`src/rtl/onewire_tx_arbiter.sv`:
```
// onewire_tx_arbiter
//   Round-robin arbiter plus frame sequencer for a pulse-width-coded one-wire line.
//   While idle, the first requester at or after the round-robin pointer wins. Its byte
//   is latched and then sent LSB first. Each bit is a low start phase followed by a
//   high phase (for a '1') or a longer low phase (for a '0'). The frame ends with a
//   high stop phase and an idle-high gap.
// Ports
//   clk       clock
//   rst       asynchronous, active-high reset
//   req       per-requester level request, held until ack
//   req_data  requester i byte at [i*DATA_SIZE +: DATA_SIZE]
//   ack       one-hot 1-cycle pulse, that requester's data was latched
//   grant_id  index of the requester currently on the line
//   busy      high from the ack cycle through the last gap cycle
//   sg_out    one-wire line, idle high
//   tx_done   1-cycle pulse on the last stop cycle
module onewire_tx_arbiter #(
    parameter int unsigned NUM_REQ      = 4,
    parameter int unsigned DATA_SIZE    = 8,
    parameter int unsigned START_PERIOD = 5,
    parameter int unsigned BIT1_PERIOD  = 20,
    parameter int unsigned BIT0_PERIOD  = 10,
    parameter int unsigned STOP_PERIOD  = 15,
    parameter int unsigned GAP_PERIOD   = 4
) (
    input  logic                           clk,
    input  logic                           rst,
    input  logic [NUM_REQ-1:0]             req,
    input  logic [NUM_REQ*DATA_SIZE-1:0]   req_data,
    output logic [NUM_REQ-1:0]             ack,
    output logic [$clog2(NUM_REQ)-1:0]     grant_id,
    output logic                           busy,
    output logic                           sg_out,
    output logic                           tx_done
);

    localparam int unsigned IdW  = $clog2(NUM_REQ);
    localparam int unsigned M1   = (START_PERIOD > BIT1_PERIOD) ? START_PERIOD : BIT1_PERIOD;
    localparam int unsigned M2   = (BIT0_PERIOD > STOP_PERIOD) ? BIT0_PERIOD : STOP_PERIOD;
    localparam int unsigned M3   = (M1 > M2) ? M1 : M2;
    localparam int unsigned MaxP = (M3 > GAP_PERIOD) ? M3 : GAP_PERIOD;
    localparam int unsigned CntW = $clog2(MaxP) + 1;
    localparam int unsigned BitW = $clog2(DATA_SIZE + 1);

    typedef enum logic [2:0] {StIdle, StStart, StBit, StStop, StGap} state_e;

    state_e                 state_q, state_d;
    logic [CntW-1:0]        cnt_q, cnt_d;
    logic [BitW-1:0]        bit_cnt_q, bit_cnt_d;
    logic [DATA_SIZE-1:0]   shreg_q, shreg_d;
    logic [IdW-1:0]         rr_q, rr_d;
    logic [IdW-1:0]         gid_q, gid_d;
    logic [NUM_REQ-1:0]     ack_q, ack_d;
    logic                   busy_q, busy_d;
    logic                   sg_q, sg_d;
    logic                   done_q, done_d;

    logic                   win_valid;
    logic [IdW-1:0]         win_idx;
    logic                   bit_last;

    // Scan requesters starting at the round-robin pointer, wrapping at NUM_REQ.
    always_comb begin
        logic [IdW:0] cand;
        win_valid = 1'b0;
        win_idx   = '0;
        cand      = '0;
        for (int unsigned i = 0; i < NUM_REQ; i++) begin
            cand = {1'b0, rr_q} + (IdW+1)'(i);
            if (cand >= (IdW+1)'(NUM_REQ)) begin
                cand = cand - (IdW+1)'(NUM_REQ);
            end
            if (!win_valid && req[cand[IdW-1:0]]) begin
                win_valid = 1'b1;
                win_idx   = cand[IdW-1:0];
            end
        end
    end

    assign bit_last = shreg_q[0] ? (cnt_q == CntW'(BIT1_PERIOD - 1))
                                 : (cnt_q == CntW'(BIT0_PERIOD - 1));

    always_comb begin
        state_d   = state_q;
        cnt_d     = cnt_q + 1'b1;
        bit_cnt_d = bit_cnt_q;
        shreg_d   = shreg_q;
        rr_d      = rr_q;
        gid_d     = gid_q;
        ack_d     = '0;
        busy_d    = busy_q;
        sg_d      = sg_q;
        unique case (state_q)
            StIdle: begin
                cnt_d = '0;
                sg_d  = 1'b1;
                if (win_valid) begin
                    ack_d[win_idx] = 1'b1;
                    gid_d          = win_idx;
                    busy_d         = 1'b1;
                    shreg_d        = req_data[win_idx*DATA_SIZE +: DATA_SIZE];
                    sg_d           = 1'b0;
                    state_d        = StStart;
                end
            end
            StStart: begin
                if (cnt_q == CntW'(START_PERIOD - 1)) begin
                    sg_d    = shreg_q[0];
                    cnt_d   = '0;
                    state_d = StBit;
                end
            end
            StBit: begin
                if (bit_last) begin
                    shreg_d = shreg_q >> 1;
                    cnt_d   = '0;
                    if (bit_cnt_q == BitW'(DATA_SIZE - 1)) begin
                        bit_cnt_d = '0;
                        sg_d      = 1'b1;
                        state_d   = StStop;
                    end else begin
                        bit_cnt_d = bit_cnt_q + 1'b1;
                        sg_d      = 1'b0;
                        state_d   = StStart;
                    end
                end
            end
            StStop: begin
                if (cnt_q == CntW'(STOP_PERIOD - 1)) begin
                    cnt_d   = '0;
                    state_d = StGap;
                end
            end
            StGap: begin
                if (cnt_q == CntW'(GAP_PERIOD - 1)) begin
                    rr_d    = (gid_q == IdW'(NUM_REQ - 1)) ? '0 : gid_q + 1'b1;
                    busy_d  = 1'b0;
                    cnt_d   = '0;
                    state_d = StIdle;
                end
            end
            default: begin
                state_d = StIdle;
                cnt_d   = '0;
            end
        endcase
    end

    // Registered pulse: high exactly while the stop phase sits in its final cycle.
    assign done_d = (state_d == StStop) && (cnt_d == CntW'(STOP_PERIOD - 1));

    always_ff @(posedge clk or posedge rst) begin
        if (rst) begin
            state_q   <= StIdle;
            cnt_q     <= '0;
            bit_cnt_q <= '0;
            shreg_q   <= '0;
            rr_q      <= '0;
            gid_q     <= '0;
            ack_q     <= '0;
            busy_q    <= 1'b0;
            sg_q      <= 1'b1;
            done_q    <= 1'b0;
        end else begin
            state_q   <= state_d;
            cnt_q     <= cnt_d;
            bit_cnt_q <= bit_cnt_d;
            shreg_q   <= shreg_d;
            rr_q      <= rr_d;
            gid_q     <= gid_d;
            ack_q     <= ack_d;
            busy_q    <= busy_d;
            sg_q      <= sg_d;
            done_q    <= done_d;
        end
    end

    assign ack      = ack_q;
    assign grant_id = gid_q;
    assign busy     = busy_q;
    assign sg_out   = sg_q;
    assign tx_done  = done_q;

endmodule

```
`config.mk`:
```
export PLATFORM = sky130hd
export DESIGN_NAME = onewire_tx_arbiter
export DESIGN_NICKNAME = d
export VERILOG_FILES = /design/src/rtl/onewire_tx_arbiter.sv
export SDC_FILE = /design/constraint.sdc
export NUM_CORES = 1
export LEC_CHECK = 0
export CAP_MARGIN = 20
export CORE_MARGIN = 5
export CORE_UTILIZATION = 50
export DETAILED_ROUTE_END_ITERATION = 8
export GPL_TIMING_DRIVEN = 0
export PLACE_DENSITY = 0.85
export SYNTH_ARGS = -nofsm -noshare
export SYNTH_HDL_FRONTEND = slang
export SYNTH_SLANG_ARGS = --single-unit
```
`constraint.sdc`:
```
create_clock -name clk -period 2.4 [get_ports clk]
set_input_delay 0.48 -clock clk [delete_from_list [all_inputs] [get_ports clk]]
set_output_delay 0.48 -clock clk [all_outputs]
set_load 0.01 [all_outputs]
```
==> run_results.csv <==
group,metric,value,unit
sta,finalHoldViolCount,0,
clock_network,clk_latency,0.29,ns
logic_synthesis,yosys.area_share.simple,22.2,%
place,post-place-ws,-0.343,ns
logic_synthesis,synthMuxAreaShare,7.89,%
logic_synthesis,yosysTopAreaCell,"dfrtp_1",
grt,grt_max_degree,25,
sta,relSlewSlack,64.1,%
pwr,p_leak,0.00113,uW
finish,final_cells,307,
worst_setup_path,path_class,"input port to register",
floorplanning,initial_utilization,53.0,%
sta,fin_crit_sh,97.4,%
worst_setup_path,crit_path_end_kind,"register",
logic_synthesis,synth.top_cell.area_share,39.1,%
routing,wl_per_cell,15.6,um
clock_network,clock_sinks,32,
worst_setup_path,cpMaxStageDelayCell,"or4_1",
finish,post-route-util,71.5,%
worst_setup_path,cp.arrival,2.53,ns
pwr,powerDensity,879,mW/mm^2
worst_setup_path,path_cells,"clkdlybuf4s50_1 -> or4_1 -> nand3b_1 -> buf_2 -> or2_2 -> o32ai_2 -> a211oi_2",
worst_setup_path,setup.worst_path.start_class,"input port",
grt,grt_antenna_before_repair,0,
logic_synthesis,synthCells,204,
logic_synthesis,synth-compound-area-share,19.6,%
finish,final_cell_mix,"clkdlybuf4s50_1, dfrtp_1, nor2_1",
routing,routed_wl,4780,um
worst_setup_path,slowest_delay,0.66,ns
place,place_congestion,0.855,
routing,dr.pass1.iters,4,
sta,timing.final.ws_setup,0.0636,ns
floorplanning,num_io_pins,47,
logic_synthesis,ys_seq_area_share,40.4,%
status,status,"finished, final reports clean",
clock_network,cts_tree,"yes",
floorplanning,coreArea,0.00374,sq mm
grt,grtUsageTotal,19.0,%
sta,min_period,2.34,ns
logic_synthesis,synth_top_family_by_area,"simple AND/OR/NAND/NOR gates",
pwr,ir_drop,0.000555,V
sta,tightestPinTransition,0.538,ns
sta,timing.hold.ws,0.495,ns
finish,fin_nets,301,
finish,antennaDiodeCount,0,
grt,overflow,0,
sta,timing.setup.tns,0,ns
finish,n_fill_cell,285,
logic_synthesis,synth_edf_count,0,
place,dp.cells,299,
finish,final_common_cell,"clkdlybuf4s50_1",
routing,via_per_inst,5.55,
logic_synthesis,synth_area_leaders,"dfrtp_1, mux2i_1, a211oi_2, nor2_1, ha_1",
finish,drive_gt1_share,19.3,%
sta,fmax,428,MHz
worst_hold_path,min_path_type,"input port to asynchronous set/reset pin",
routing,drc_errors,0,
floorplanning,die_y,73.0,um
routing,antenna_left,0,
logic_synthesis,ys_async_sr_fraction,100,%
clock_network,cts.repair.resized,3,
sta,finClkSkew,0.0110,ns
logic_synthesis,synth_fa_ha_area_share,3.15,%
logic_synthesis,syn_nets,247,
finish,area_delta_synth_final,35.0,%
floorplanning,die_area,0.00533,sq mm
logic_synthesis,ys_warn_count,0,
place,portBuffers,46,
floorplanning,core.rowCount,22,
logic_synthesis,syn_area,0.00198,sq mm
clock_network,cts_setup_buffers,0,
logic_synthesis,synthFlopType,"dfrtp_1",
worst_setup_path,rrSetupSlack,0.18,ns
grt,grt_pass1_vias,1661,
logic_synthesis,ys_types,47,
clock_network,max-clock-path-buffers,2,
clock_network,holdBufCountCts,0,
clock_network,cts_root_buffer,"clkbuf_8",
worst_setup_path,r2r-start,"cnt_q[4]",
place,hpwl,3610,um
sta,finalSetupViolCount,0,
worst_setup_path,r2r-end,"shreg_q[6]",
sta,drv_slew,0,
clock_network,h-tree-depth,2,
logic_synthesis,ys_seq_elements,32,
logic_synthesis,syn_avg_cell_area,9.72,sq um
worst_setup_path,required,2.59,ns
worst_setup_path,reg2reg_depth,7,
routing,drt_iter0_markers,128,
logic_synthesis,synthXorXnorAreaFrac,2.65,%
worst_setup_path,path_max_fanout,10,
job,cap_viol_max_count,0,
floorplanning,fp.dieW,73.0,um
routing,dr_total_vias,1705,
clock_network,clkTransAtPathRegs,0.06,ns
grt,grt_pass1_wl,7730,um
clock_network,cts_buffers,5,
synthesized netlist by cell type (2+ instances only):
| cell | n |
|---|---|
| or2_2 | 7 |
| o21ai_1 | 7 |
| a211oi_2 | 7 |
| buf_2 | 4 |
| o32ai_1 | 7 |
| ha_1 | 5 |
| xnor2_1 | 3 |
| nand2b_1 | 5 |
| or4_1 | 2 |
| clkbuf_1 | 4 |
| nor2_1 | 22 |
| inv_1 | 6 |
| a21oi_1 | 7 |
| xor2_1 | 3 |
| mux2_2 | 5 |
| nand3_1 | 7 |
| a21o_1 | 4 |
| dfrtp_1 | 31 |
| nor4_1 | 2 |
| nor3_1 | 3 |
| mux2i_1 | 10 |
| nand3b_1 | 7 |
| nor2b_1 | 5 |
| o21ai_0 | 9 |
| nand2_1 | 10 |
layout make-up:
class                           instances  area [sq um]  share of cell area, %
Multi-Input combinational cell        155          1150                   43.0
Sequential cell                        32           802                   30.0
Timing Repair Buffer                   47           488                   18.2
Clock buffer                            6          82.6                   3.08
Tap cell                               48          60.1                   2.24
Buffer                                 10          57.6                   2.15
Inverter                                7          26.3                  0.981
Clock inverter                          2          10.0                  0.374
logic make-up (layout without fill, tap and decap cells):
| family | after synthesis | count (layout) |
|---|---|---|
| AND/OR/NAND/NOR | 80 | 80 |
| adder cells (fa/ha/maj) | 5 | 5 |
| multiplexers | 15 | 15 |
| buffers and inverters | 17 | 72 |
| flip-flops | 32 | 32 |
| XOR/XNOR | 6 | 6 |
| AO/OA/AOI/OAI | 49 | 49 |
per-layer routing:
| metal | wire length, um | vias up | share of wire, % | track usage, % |
|---|---|---|---|---|
| met5 | 0 | - | 0 | 0 |
| met4 | 93 | 0 | 1.9 | 7.38 |
| met3 | 268 | 10 | 5.6 | 5.65 |
| met2 | 2330 | 40 | 49 | 29.8 |
| met1 | 2090 | 805 | 44 | 24.6 |
| li1 | - | 850 | - | - |
critical path: cells and delay by family:
family / cells / cell delay (ns)
AO/OA/AOI/OAI: 2 / 0.30
buffers and inverters: 2 / 0.71
AND/OR/NAND/NOR: 3 / 1.04
per-stage QoR:
stage / instance area [sq um] / total power (uW)
after floorplan: 1980 / 1550
after global placement: 2500 / 1850
after detailed placement: 2530 / 1880
after CTS: 2640 / 2330
after global routing: 2680 / 2540
final: 2680 / 2350
sequential cells by signal, indices dropped and copies added, names as in the netlist:
signal / flops
busy: 1
shreg_q: 8
grant_id: 2
bit_cnt_q: 4
state_q: 3
cnt_q: 6
tx_done: 1
ack: 4
rr_q: 2
sg_out: 1
worst max path at each step:
stage	start	end	depth (start not counted)
finish	req[0]	shreg_q[1]	7
global route	req[0]	shreg_q[5]	7
CTS	req[2]	shreg_q[3]	8
detailed placement	req[2]	shreg_q[2]	8
global placement	req[2]	shreg_q[2]	8
floorplan	cnt_q[4]	shreg_q[6]	7
power breakdown:
part | internal, uW | switching (uW)
registers | 690 | 92.7
clock network | 229 | 198
logic | 523 | 621
Note: power is estimated with default switching activity, not from simulation.
